--- src/rtl/sram_ctrl_gen2_if.sv ---
// Requester-side bus of the asynchronous SRAM controller: one-cycle read/write
// strobes in, read data / completion pulses / ready handshake out.
interface sram_ctrl_gen2_if #(
  parameter int unsigned ADDR_W = 21,
  parameter int unsigned DATA_W = 16
) ();
  localparam int unsigned BE_W = DATA_W / 8;

  logic              i_rd_strt;
  logic              i_wr_strt;
  logic [ADDR_W-1:0] i_address;
  logic [DATA_W-1:0] i_data;
  logic [BE_W-1:0]   i_be;
  logic [DATA_W-1:0] o_data;
  logic              o_data_valid;
  logic              o_wr_done;
  logic              o_ready;
  logic              o_busy;

  // Requester side
  modport master (
    output i_rd_strt, i_wr_strt, i_address, i_data, i_be,
    input  o_data, o_data_valid, o_wr_done, o_ready, o_busy
  );

  // Controller side
  modport slave (
    input  i_rd_strt, i_wr_strt, i_address, i_data, i_be,
    output o_data, o_data_valid, o_wr_done, o_ready, o_busy
  );
endinterface

--- src/rtl/sram_ctrl_gen2.sv ---
// Parametrised asynchronous-SRAM controller. Turns single-cycle read/write
// strobes into timed CS/OE/WE/byte-lane sequences. Every output is registered;
// the next-state logic computes the value each output takes after the edge.
module sram_ctrl_gen2 #(
  parameter int unsigned ADDR_W         = 21,
  parameter int unsigned DATA_W         = 16,
  parameter int unsigned POWERUP_CYCLES = 40000,
  parameter int unsigned RD_WAIT        = 3,
  parameter int unsigned WR_WAIT        = 3,
  localparam int unsigned BE_W          = DATA_W / 8
) (
  input  logic              i_clk,
  input  logic              reset,
  sram_ctrl_gen2_if.slave   bus,
  output logic [ADDR_W-1:0] o_sram_address,
  output logic [DATA_W-1:0] o_sram_dq,
  output logic              o_sram_dq_oe,
  input  logic [DATA_W-1:0] i_sram_dq,
  output logic              o_CS,
  output logic              o_OE,
  output logic              o_WE,
  output logic [BE_W-1:0]   o_BE_n
);

  localparam int unsigned MaxWait =
    (POWERUP_CYCLES > RD_WAIT) ?
      ((POWERUP_CYCLES > WR_WAIT) ? POWERUP_CYCLES : WR_WAIT) :
      ((RD_WAIT > WR_WAIT) ? RD_WAIT : WR_WAIT);
  localparam int unsigned CntW = $clog2(MaxWait + 1);

  typedef enum logic [2:0] {StInit, StIdle, StRead, StWrSetup, StWrite, StWrHold} state_e;

  state_e            state_q, state_d;
  logic [CntW-1:0]   cnt_q, cnt_d;
  logic [DATA_W-1:0] data_q, data_d;
  logic              valid_q, valid_d;
  logic              done_q, done_d;
  logic              ready_q, ready_d;
  logic [ADDR_W-1:0] addr_q, addr_d;
  logic [DATA_W-1:0] dq_q, dq_d;
  logic              dq_oe_q, dq_oe_d;
  logic              cs_q, cs_d;
  logic              oe_q, oe_d;
  logic              we_q, we_d;
  logic [BE_W-1:0]   be_n_q, be_n_d;
  logic [BE_W-1:0]   be_q, be_d;

  // Next state plus the registered value of every output after this edge
  always_comb begin
    state_d = state_q;
    cnt_d   = cnt_q;
    data_d  = data_q;
    valid_d = 1'b0;
    done_d  = 1'b0;
    ready_d = 1'b0;
    addr_d  = addr_q;
    dq_d    = dq_q;
    dq_oe_d = 1'b0;
    cs_d    = 1'b1;
    oe_d    = 1'b1;
    we_d    = 1'b1;
    be_n_d  = '1;
    be_d    = be_q;
    unique case (state_q)
      StInit: begin
        if (cnt_q == CntW'(POWERUP_CYCLES - 1)) begin
          state_d = StIdle;
          cnt_d   = '0;
          ready_d = 1'b1;
        end else begin
          cnt_d = cnt_q + CntW'(1);
        end
      end
      StIdle: begin
        // Read has priority; a simultaneous write strobe is dropped
        if (bus.i_rd_strt) begin
          state_d = StRead;
          addr_d  = bus.i_address;
          cnt_d   = '0;
          cs_d    = 1'b0;
          oe_d    = 1'b0;
          be_n_d  = '0;
        end else if (bus.i_wr_strt) begin
          state_d = StWrSetup;
          addr_d  = bus.i_address;
          dq_d    = bus.i_data;
          be_d    = bus.i_be;
          dq_oe_d = 1'b1;
          cs_d    = 1'b0;
        end else begin
          ready_d = 1'b1;
        end
      end
      StRead: begin
        if (cnt_q == CntW'(RD_WAIT - 1)) begin
          // Pins are still low during this cycle, so the SRAM data is valid
          state_d = StIdle;
          cnt_d   = '0;
          data_d  = i_sram_dq;
          valid_d = 1'b1;
          ready_d = 1'b1;
        end else begin
          cnt_d  = cnt_q + CntW'(1);
          cs_d   = 1'b0;
          oe_d   = 1'b0;
          be_n_d = '0;
        end
      end
      StWrSetup: begin
        state_d = StWrite;
        cnt_d   = '0;
        dq_oe_d = 1'b1;
        cs_d    = 1'b0;
        we_d    = 1'b0;
        be_n_d  = ~be_q;
      end
      StWrite: begin
        dq_oe_d = 1'b1;
        if (cnt_q == CntW'(WR_WAIT - 1)) begin
          // WE/CS rise while data keeps being driven for hold time
          state_d = StWrHold;
          cnt_d   = '0;
          done_d  = 1'b1;
        end else begin
          cnt_d  = cnt_q + CntW'(1);
          cs_d   = 1'b0;
          we_d   = 1'b0;
          be_n_d = ~be_q;
        end
      end
      StWrHold: begin
        state_d = StIdle;
        ready_d = 1'b1;
      end
      default: begin
        state_d = StInit;
        cnt_d   = '0;
      end
    endcase
  end

  // State and output registers with synchronous reset
  always_ff @(posedge i_clk) begin
    if (reset) begin
      state_q <= StInit;
      cnt_q   <= '0;
      data_q  <= '0;
      valid_q <= 1'b0;
      done_q  <= 1'b0;
      ready_q <= 1'b0;
      addr_q  <= '0;
      dq_q    <= '0;
      dq_oe_q <= 1'b0;
      cs_q    <= 1'b1;
      oe_q    <= 1'b1;
      we_q    <= 1'b1;
      be_n_q  <= '1;
      be_q    <= '0;
    end else begin
      state_q <= state_d;
      cnt_q   <= cnt_d;
      data_q  <= data_d;
      valid_q <= valid_d;
      done_q  <= done_d;
      ready_q <= ready_d;
      addr_q  <= addr_d;
      dq_q    <= dq_d;
      dq_oe_q <= dq_oe_d;
      cs_q    <= cs_d;
      oe_q    <= oe_d;
      we_q    <= we_d;
      be_n_q  <= be_n_d;
      be_q    <= be_d;
    end
  end

  assign bus.o_data       = data_q;
  assign bus.o_data_valid = valid_q;
  assign bus.o_wr_done    = done_q;
  assign bus.o_ready      = ready_q;
  assign bus.o_busy       = ~ready_q;
  assign o_sram_address   = addr_q;
  assign o_sram_dq        = dq_q;
  assign o_sram_dq_oe     = dq_oe_q;
  assign o_CS             = cs_q;
  assign o_OE             = oe_q;
  assign o_WE             = we_q;
  assign o_BE_n           = be_n_q;

endmodule

--- src/flat_wrapper.sv ---
// flat-port wrapper written by rule: the top's interface ports become plain ports
module sram_ctrl_gen2_flat 
#(
  parameter int unsigned ADDR_W         = 21,
  parameter int unsigned DATA_W         = 16,
  parameter int unsigned POWERUP_CYCLES = 40000,
  parameter int unsigned RD_WAIT        = 3,
  parameter int unsigned WR_WAIT        = 3,
  localparam int unsigned BE_W          = DATA_W / 8
)
  (i_clk, reset, o_sram_address, o_sram_dq, o_sram_dq_oe, i_sram_dq, o_CS, o_OE, o_WE, o_BE_n, bus_i_rd_strt, bus_i_wr_strt, bus_i_address, bus_i_data, bus_i_be, bus_o_data, bus_o_data_valid, bus_o_wr_done, bus_o_ready, bus_o_busy);
  sram_ctrl_gen2_if #(.ADDR_W(ADDR_W), .DATA_W(DATA_W)) bus_i ();
  input  logic i_clk;
  input  logic reset;
  output logic [ADDR_W-1:0] o_sram_address;
  output logic [DATA_W-1:0] o_sram_dq;
  output logic o_sram_dq_oe;
  input  logic [DATA_W-1:0] i_sram_dq;
  output logic o_CS;
  output logic o_OE;
  output logic o_WE;
  output logic [BE_W-1:0] o_BE_n;
  input wire logic [$bits(bus_i.i_rd_strt)-1:0] bus_i_rd_strt;
  input wire logic [$bits(bus_i.i_wr_strt)-1:0] bus_i_wr_strt;
  input wire logic [$bits(bus_i.i_address)-1:0] bus_i_address;
  input wire logic [$bits(bus_i.i_data)-1:0] bus_i_data;
  input wire logic [$bits(bus_i.i_be)-1:0] bus_i_be;
  output wire logic [$bits(bus_i.o_data)-1:0] bus_o_data;
  output wire logic [$bits(bus_i.o_data_valid)-1:0] bus_o_data_valid;
  output wire logic [$bits(bus_i.o_wr_done)-1:0] bus_o_wr_done;
  output wire logic [$bits(bus_i.o_ready)-1:0] bus_o_ready;
  output wire logic [$bits(bus_i.o_busy)-1:0] bus_o_busy;
  assign bus_i.i_rd_strt = bus_i_rd_strt;
  assign bus_i.i_wr_strt = bus_i_wr_strt;
  assign bus_i.i_address = bus_i_address;
  assign bus_i.i_data = bus_i_data;
  assign bus_i.i_be = bus_i_be;
  assign bus_o_data = bus_i.o_data;
  assign bus_o_data_valid = bus_i.o_data_valid;
  assign bus_o_wr_done = bus_i.o_wr_done;
  assign bus_o_ready = bus_i.o_ready;
  assign bus_o_busy = bus_i.o_busy;
  sram_ctrl_gen2 #(.ADDR_W(ADDR_W), .DATA_W(DATA_W), .POWERUP_CYCLES(POWERUP_CYCLES), .RD_WAIT(RD_WAIT), .WR_WAIT(WR_WAIT)) u_core (.i_clk(i_clk), .reset(reset), .bus(bus_i), .o_sram_address(o_sram_address), .o_sram_dq(o_sram_dq), .o_sram_dq_oe(o_sram_dq_oe), .i_sram_dq(i_sram_dq), .o_CS(o_CS), .o_OE(o_OE), .o_WE(o_WE), .o_BE_n(o_BE_n));
endmodule
--- config.mk ---
export PLATFORM = sky130hd
export DESIGN_NAME = sram_ctrl_gen2_flat
export DESIGN_NICKNAME = d
export VERILOG_FILES = /design/src/rtl/sram_ctrl_gen2_if.sv /design/src/rtl/sram_ctrl_gen2.sv /design/src/flat_wrapper.sv
export SDC_FILE = /design/constraint.sdc
export NUM_CORES = 1
export LEC_CHECK = 0
export ABC_AREA = 1
export CAP_MARGIN = 20
export CELL_PAD_IN_SITES_DETAIL_PLACEMENT = 0
export CELL_PAD_IN_SITES_GLOBAL_PLACEMENT = 1
export CORE_MARGIN = 1.5
export CORE_UTILIZATION = 31
export DETAILED_ROUTE_END_ITERATION = 8
export GPL_ROUTABILITY_DRIVEN = 0
export PLACE_DENSITY_LB_ADDON = 0.1
export SLEW_MARGIN = 0
export SYNTH_ARGS = -nofsm -noshare
export SYNTH_HDL_FRONTEND = slang
export SYNTH_SLANG_ARGS = --single-unit
--- constraint.sdc ---
create_clock -name i_clk -period 1.75 [get_ports i_clk]
set_input_delay 0.2625 -clock i_clk [delete_from_list [all_inputs] [get_ports i_clk]]
set_output_delay 0.2625 -clock i_clk [all_outputs]
set_load 0.02 [all_outputs]
==> results of run 1 <==
[registers in the layout (all words and copies together) (netlist names)]
register                 count
u_core.o_CS                  1
u_core.o_sram_address       21
u_core.o_sram_dq            16
u_core.cnt_q                16
u_core.o_sram_dq_oe          1
u_core.state_q               3
u_core.o_OE                  1
u_core.bus.o_data           16
u_core.o_WE                  1
u_core.o_BE_n                2
u_core.bus.o_ready           1
u_core.bus.o_wr_done         1
u_core.be_q                  2
u_core.bus.o_data_valid      1
[stage by stage]
| stage | worst slack [ps] | util [%] | hold WS, ps |
|---|---|---|---|
| 3_3_place_gp | 58.2 | 44.8 | 430 |
| 6_report | 145 | 47.5 | 442 |
| 4_1_cts | 101 | 47.4 | 447 |
| 2_1_floorplan | 406 | - | 346 |
| 3_5_place_dp | 29.1 | 44.8 | 437 |
| 5_1_grt | -3.21 | 47.5 | 454 |
[worst min-delay path by stage]
stage | start | endpoint | slack [ps] | cells after the start
final | u_core.bus.o_data[13] | u_core.bus.o_data[13] | 440 | 2
after global routing | u_core.bus.o_data[4] | u_core.bus.o_data[4] | 450 | 2
after CTS | u_core.bus.o_data[4] | u_core.bus.o_data[4] | 450 | 2
after detailed placement | u_core.bus.o_data[1] | u_core.bus.o_data[1] | 440 | 2
after global placement | u_core.bus.o_data[14] | u_core.bus.o_data[14] | 430 | 2
after floorplan | reset | u_core.state_q[2] | 350 | 1
[worst register-to-register path: cells and delay by family (launching register included)]
kind                     cells  cell delay [ps]
adder cells (fa/ha/maj)      1              190
buffers and inverters        1               70
AND/OR/NAND/NOR              7              890
flip-flops                   1              340
[where the power goes]
group	internal, mW	switching, mW
registers	1.90	0.00861
logic	0.146	0.0830
clock network	1.14	0.761
[cells in the final DEF (no fill, tap or decap)]
| master | synthesis | routed |
|---|---|---|
| nor3_1 | 2 | 2 |
| ha_1 | 2 | 1 |
| buf_12 | 0 | 2 |
| nand2_4 | 0 | 1 |
| a21oi_1 | 25 | 25 |
| xor2_1 | 5 | 5 |
| buf_4 | 1 | 10 |
| nor4_1 | 1 | 1 |
| o211ai_1 | 4 | 4 |
| nand3_1 | 17 | 17 |
| o21ai_1 | 3 | 3 |
| clkdlybuf4s50_1 | 0 | 121 |
| nand4_1 | 7 | 7 |
| nor2_2 | 5 | 5 |
| nand2_1 | 75 | 74 |
| nor3_4 | 1 | 1 |
| nor2_8 | 1 | 1 |
| inv_2 | 3 | 3 |
| bufinv_16 | 0 | 1 |
| a21oi_2 | 1 | 1 |
| nor2_1 | 119 | 119 |
| nand3_2 | 2 | 2 |
| nand2_2 | 5 | 5 |
| o21bai_1 | 1 | 1 |
| clkinv_4 | 0 | 1 |
| clkbuf_16 | 0 | 9 |
| clkbuf_8 | 0 | 1 |
| clkbuf_1 | 9 | 1 |
| clkinvlp_4 | 0 | 1 |
| clkinv_2 | 0 | 1 |
| ha_2 | 0 | 1 |
| inv_4 | 1 | 1 |
| dfxtp_1 | 83 | 83 |
| inv_1 | 56 | 56 |
| o21ai_0 | 58 | 58 |
| nor2_4 | 1 | 1 |
[per-layer routing]
layer | vias to the layer above | global-route usage [%]
met4 | 0 | 5.57
met5 | - | 0
met2 | 80 | 26.4
met3 | 12 | 7.11
met1 | 1508 | 20.9
li1 | 1813 | -
[cell usage after synthesis (all sizes together)]
master / count
nor3: 3
o21ai: 61
buf: 10
o211ai: 4
ha: 2
xor2: 5
a21oi: 26
inv: 60
dfxtp: 83
nor4: 1
nand4: 7
nor2: 126
o21bai: 1
nand2: 80
clkbuf: 10
nand3: 19
[area by class of cell]
| class | count | area [um^2] | share of cell area (%) |
|---|---|---|---|
| clock buffer | 11 | 243 | 4.63 |
| timing repair buffer | 133 | 1330 | 25.3 |
| sequential | 83 | 1660 | 31.7 |
| tap | 140 | 175 | 3.34 |
| clock inverter | 4 | 51.3 | 0.978 |
| multi-input combinational | 335 | 1560 | 29.7 |
| inverter | 60 | 228 | 4.34 |
[what timing repair did]
item | in CTS | in global routing
gates resized for setup | 0 | 3
setup endpoints to repair | 0 | 2
setup buffers | 0 | 0
hold endpoints to repair | 0 | 0
[cells by family after synthesis]
| kind of cell | count (synthesis) | share of synthesized area, % |
|---|---|---|
| AO/OA/AOI/OAI | 92 | 13.4 |
| buffers and inverters | 80 | 9.68 |
| flip-flops | 83 | 46.7 |
| AND/OR/NAND/NOR | 236 | 28.2 |
| adder cells (fa/ha/maj) | 2 | 0.704 |
| XOR/XNOR | 5 | 1.23 |
==> metrics.md, run 1 <==
| Metric | Value |
|---|---|
| Avg WL per Cell | 12.8 um |
| Max Cap Viol | 0 |
| R2R Path Start | u_core.cnt_q[0] |
| Chip Width | 110 um |
| # DRC | 0 |
| Reg-to-Reg End | u_core.cnt_q[5] |
| Remaining antenna violation count | 0 |
| Cells after Synth | 498 |
| Critical Path Sink | u_core.cnt_q[5] |
| Core ar. | 11000 um^2 |
| P_leak | 2.16 nW |
| Initial Utilization | 32.2% |
| Largest net degree at the start of global routing | 56 |
| CP top delay family | simple AND/OR/NAND/NOR gates |
| Slew @ Worst Pin | 648 ps |
| CTS Sinks | 83 |
| # nets final | 683 |
| Post-Place Cells | 751 |
| Hold Violations, Final | 0 |
| Reg clk slew, reported paths | 60 ps |
| Worst Skew | 6.05 ps |
| Worst endpoint required time | 1990 ps |
| Antenna violations before repair | 0 |
| Power, Total | 4.03 mW |
| Worst hold path class | register to register |
| Worst EP arrival | 1840 ps |
| Vias in the first global route | 3280 |
| Fin Setup TNS | 0 ps |
| Top cell type by total area after synthesis | dfxtp_1 |
| Tmin final | 1610 ps |
| Crit path capture type | register |
| Row Count | 38 |
| Startpoint class of the critical path | register |
| Via density | 4.46 |
| DR top layer | met4 |
| Finished Cell Area | 5240 um^2 |
| Vert. Die Dim | 110 um |
| Worst reg2reg setup slack | 140 ps |
| Drt pass-1 iters | 4 |
| Grt total ovfl | 0 |
| Peak Freq | 623 MHz |
| # hold bufs at CTS | 0 |
| Number of diodes | 0 |
| Top cell type's share of synthesized area | 46.7% |
| Critical path startpoint | u_core.cnt_q[0] |
| Max clock buf depth | 2 |
| Post-synthesis sequential area ratio | 46.7% |
| Layout fillers | 1123 |
| Relative slew slack | 56.7% |
| Setup-failing EPs final | 0 |
| Crit Path Max Fanout | 5 |
| DR vias | 3413 |
| Worst path depth | 9 |
| Tot GR Track Use | 16.9% |
| Htree depth | 3 |
| Max VDD drop | 548 uV |
| Global-route wire length before repair | 15.6 mm |
| CP dominant cell by count | nand2_2 |
| Syn avg cell area | 7.14 um^2 |
| Root buffer cell | clkbuf_16 |
| CTS tree | yes |
| Detailed placement HPWL | 7.07 mm |
| Synth unique cells | 29 |
| CTS buffer count | 9 |
| Synth Warn # | 0 |
| Slowest cell on the critical path | dfxtp_1 |
| CP Cell Sequence | inv_1 > ha_1 > nand3_1 > nor2_2 > nand2_1 > nand2_2 > nand3_2 > nand2_2 > nor2_1 |
| Synth area leaders | dfxtp_1 (47%), nor2_1 (13%), o21ai_0 (8.2%), nand2_1 (7.9%), inv_1 (5.9%) |
| Placed Area | 4940 um^2 |
| DR WL met3 | 689 um |
| Metal2 WL | 4.48 mm |
| Status | finished clean |
| Seq cells post-synth | 83 |
| Layout cells sized above 1 | 7.67% |
| Crit path kind | register to register |
| Power Dens Cells | 769 nW/um^2 |
| Pins Over Slew Limit | 0 |
| Final period util | 91.7% |
| P&R area growth vs syn | 47.5% |
| Depth of the most critical reg-to-reg path | 9 |
| Bufs and invs on worst path | 1 |
| Synthesized cell area | 3550 um^2 |
| # IOs | 122 |
| Final WL | 9.78 mm |
| PortBufs | 121 |
| M1 wire length | 4.48 mm |
| DR iter-0 viols | 159 |
| Critical path's largest stage delay | 340 ps |
| Synth Net Count | 559 |
| Clk Latency, worst-skew pair | 340 ps |
| Fin cells | 766 |
| Die ar. | 12100 um^2 |
(Power assumes the default switching activity.)
==> inputs of run 2 (changes only) <==
--- a/config.mk
+++ b/config.mk
@@ -5,12 +5,12 @@
 export SDC_FILE = /design/constraint.sdc
 export NUM_CORES = 1
 export LEC_CHECK = 0
-export ABC_AREA = 1
+export ABC_AREA = 0
 export CAP_MARGIN = 20
 export CELL_PAD_IN_SITES_DETAIL_PLACEMENT = 0
 export CELL_PAD_IN_SITES_GLOBAL_PLACEMENT = 1
 export CORE_MARGIN = 1.5
-export CORE_UTILIZATION = 31
+export CORE_UTILIZATION = 32
 export DETAILED_ROUTE_END_ITERATION = 8
 export GPL_ROUTABILITY_DRIVEN = 0
 export PLACE_DENSITY_LB_ADDON = 0.1
==> constraint.sdc (replaced) <==
create_clock -name i_clk -period 1.75 [get_ports i_clk]
set_input_delay 0.35 -clock i_clk [delete_from_list [all_inputs] [get_ports i_clk]]
set_output_delay 0.35 -clock i_clk [all_outputs]
set_load 0.02 [all_outputs]
==> run 2 against run 1 <==
The flow now finishes with violations (setup timing). Clock-buffer cell count did not move. Hold slack got worse by 120 ps. Critical path depth fell by 3. Routed wire length rose by 6.0%. First-iteration DRC count fell by 3.8%. Critical path type unchanged. Largest power group unchanged. Highest routed layer unchanged.
==> metrics.md, run 2 <==
| Metric | Value |
|---|---|
| Seq cells post-synth | 83 |
| Failing checks | setup timing |
| Max FFs per register | 21 |
| DR vias | 3575 |
| Worst EP arrival | 2500 ps |
| Post-synth ARST share | 0% |
| RSZ-0062 raised after global routing | yes |
| CTS tree | yes |
| Clk Latency, worst-skew pair | 350 ps |
| Syn avg cell area | 7.97 um^2 |
| Global-route wire length before repair | 15.5 mm |
| DR iter-0 viols | 153 |
| Largest net degree at the start of global routing | 38 |
| Crit path kind | register to register |
| Post-Place Cells | 703 |
| Top_reg_cell synth | dfxtp_1 |
| Peak Freq | 442 MHz |
| Power, Total | 4.20 mW |
| Drt pass-1 iters | 4 |
| Detailed placement HPWL | 6.97 mm |
| Reg clk slew, reported paths | 90 ps |
| Number of diodes | 0 |
| Mux cell area share after synthesis | 0.590% |
| Simple-gate share of the synthesized area | 26.9% |
| Synth Area in XOR/XNOR | 0.774% |
| Largest family of logic cells by synthesized area | simple AND/OR/NAND/NOR gates |
| Crit Path Max Fanout | 6 |
| Crit path capture type | register |
| Row Count | 37 |
| # DRC | 0 |
| Avg WL per Cell | 14.3 um |
| Status | complete, but fails checks |
| Pins Over Slew Limit | 0 |
| Worst endpoint required time | 1990 ps |
| Tot GR Track Use | 17.2% |
| Final WL | 10.4 mm |
| Hold Violations, Final | 0 |
| Power Dens Cells | 748 nW/um^2 |
| Slew @ Worst Pin | 1380 ps |
| Post-synth EDFFs | 0 |
| Final period util | 129% |
| Die ar. | 11200 um^2 |
| Grt total ovfl | 0 |
| Synth area leaders | dfxtp_1 (49%), nand2_1 (14%), a21oi_1 (10%), clkbuf_1 (2.4%), a31oi_1 (2.2%) |
| Root buffer cell | clkbuf_8 |
| Top-count cell post-synth | nand2_1 |
| Setup-failing EPs final | 39 |
| Commonest cells after routing, fill and taps aside | clkdlybuf4s50_1 (120), nand2_1 (119), dfxtp_1 (77), a21oi_1 (62), buf_4 (42) |
| Synth Warn # | 0 |
| Worst hold path class | input pin to register |
| CTS Sinks | 83 |
| Via density | 4.92 |
| Vert. Die Dim | 106 um |
| P&R area growth vs syn | 65.4% |
| Max clock buf depth | 2 |
| Synth unique cells | 45 |
| Htree depth | 3 |
| Fin Setup TNS | -17770 ps |
| Area share of fa/ha/maj cells after synthesis | 0.737% |
| Fin cells | 727 |
| Max Cap Viol | 0 |
| Layout fillers | 1017 |
| Remaining antenna violation count | 0 |
| Top cell type's share of synthesized area | 48.9% |
| Chip Width | 106 um |
| Max VDD drop | 323 uV |
| Relative slew slack | 7.00% |
| Min Hold Slack | 323 ps |
| Tmin final | 2260 ps |
| Antenna violations before repair | 0 |
| Synthesized cell area | 3390 um^2 |
| # IOs | 122 |
| Commonest cells post-synth | nand2_1 (123), dfxtp_1 (83), a21oi_1 (68) |
| CTS buffer count | 9 |
| Layout cells sized above 1 | 19.5% |
| Core ar. | 10300 um^2 |
| Synth Net Count | 487 |
| Top cell type by total area after synthesis | dfxtp_1 |
| Startpoint class of the critical path | register |
| # nets final | 647 |
| Worst Skew | 14.3 ps |
| Post-synthesis sequential area ratio | 48.9% |
| PortBufs | 121 |
| Vias in the first global route | 3210 |
| P_leak | 1.99 nW |
| Cells after Synth | 426 |
| Synth Area in Compound Gates | 17.1% |
| PnR worst setup slack | -513 ps |
| Placement Setup Slack | -519 ps |
| Initial Utilization | 32.9% |
| Commonest non-fill, non-tap cell in the layout | clkdlybuf4s50_1 |
## run 2: cell types whose count changed after synthesis, sizes merged, moves of 12 or more
cell	change
a21oi	+43
a31oi	+12
clkbuf	+12
inv	-52
nand2	+45
nor2	-111
o21ai	-56
## run 2: final timing paths
path	cells after the start	slack [ps]	startpoint	end
worst max register to register	6	-510	u_core.cnt_q[9]	u_core.cnt_q[9]
worst min-delay path	2	320	reset	u_core.state_q[1]
worst min register to register	2	450	u_core.bus.o_data[4]	u_core.bus.o_data[4]
worst max-delay path	6	-510	u_core.cnt_q[9]	u_core.cnt_q[9]
## run 2: cell type report
cell class                 count  area [um^2]  area share (%)
multi-input combinational    307         1770            31.4
inverter                       8         30.0           0.535
timing repair buffer         177         1780            31.7
sequential                    83         1670            29.7
clock inverter                 5         61.3            1.09
tap                          136          170            3.03
clock buffer                  11          141            2.52
## run 2: through the flow
step / instance area (um^2) / utilization [%]
detailed placement: 5080 / 49.2
finish: 5620 / 54.4
CTS: 5330 / 51.7
global route: 5620 / 54.4
global placement: 5080 / 49.2
floorplan: 3430 / -
## run 2: timing repair
action	CTS	global route
setup endpoints to repair	39	39
gates cloned	0	4
resized for setup	12	29
endpoints found under the hold margin	0	0
setup buffers	1	3
hold buffers	0	0
pin swaps	2	12
## run 2: logic make-up (layout without fill, tap and decap cells)
group / after synthesis / after routing
xor+xnor: 3 / 3
fa+ha+maj: 2 / 2
buf+inv: 36 / 201
compound gates: 102 / 102
flops: 83 / 83
simple gates: 198 / 198
mux: 2 / 2
## run 2: critical path, cell delays in order, from the launching register on
cell and delay (ps):
dfxtp_2 330, or4_4 540, or4_4 560, a22o_4 300, buf_12 150, a32oi_2 160, o31ai_1 100
## run 2: power breakdown
group	internal [mW]	switching (mW)	leakage (nW)
Sequential	1.94	0.0321	0.673
Clock	0.705	0.721	0.0922
Combinational	0.429	0.367	1.22
## run 2: routing by layer
metal  up-vias  share of wire (%)  track usage, %
met5         -                  0               0
met4         0                1.7            6.18
met3        19                4.7            3.43
met2       104                 48            28.2
met1      1665                 45            22.4
li1       1787                  -               -
==> inputs of run 3 (changes only) <==
--- a/config.mk
+++ b/config.mk
@@ -14,7 +14,7 @@
 export DETAILED_ROUTE_END_ITERATION = 8
 export GPL_ROUTABILITY_DRIVEN = 0
 export PLACE_DENSITY_LB_ADDON = 0.1
-export SLEW_MARGIN = 0
+export SLEW_MARGIN = 20
 export SYNTH_ARGS = -nofsm -noshare
 export SYNTH_HDL_FRONTEND = slang
 export SYNTH_SLANG_ARGS = --single-unit
==> results of run 3 <==
No change in the layout: final DEF, timing and power equal those of run 2.
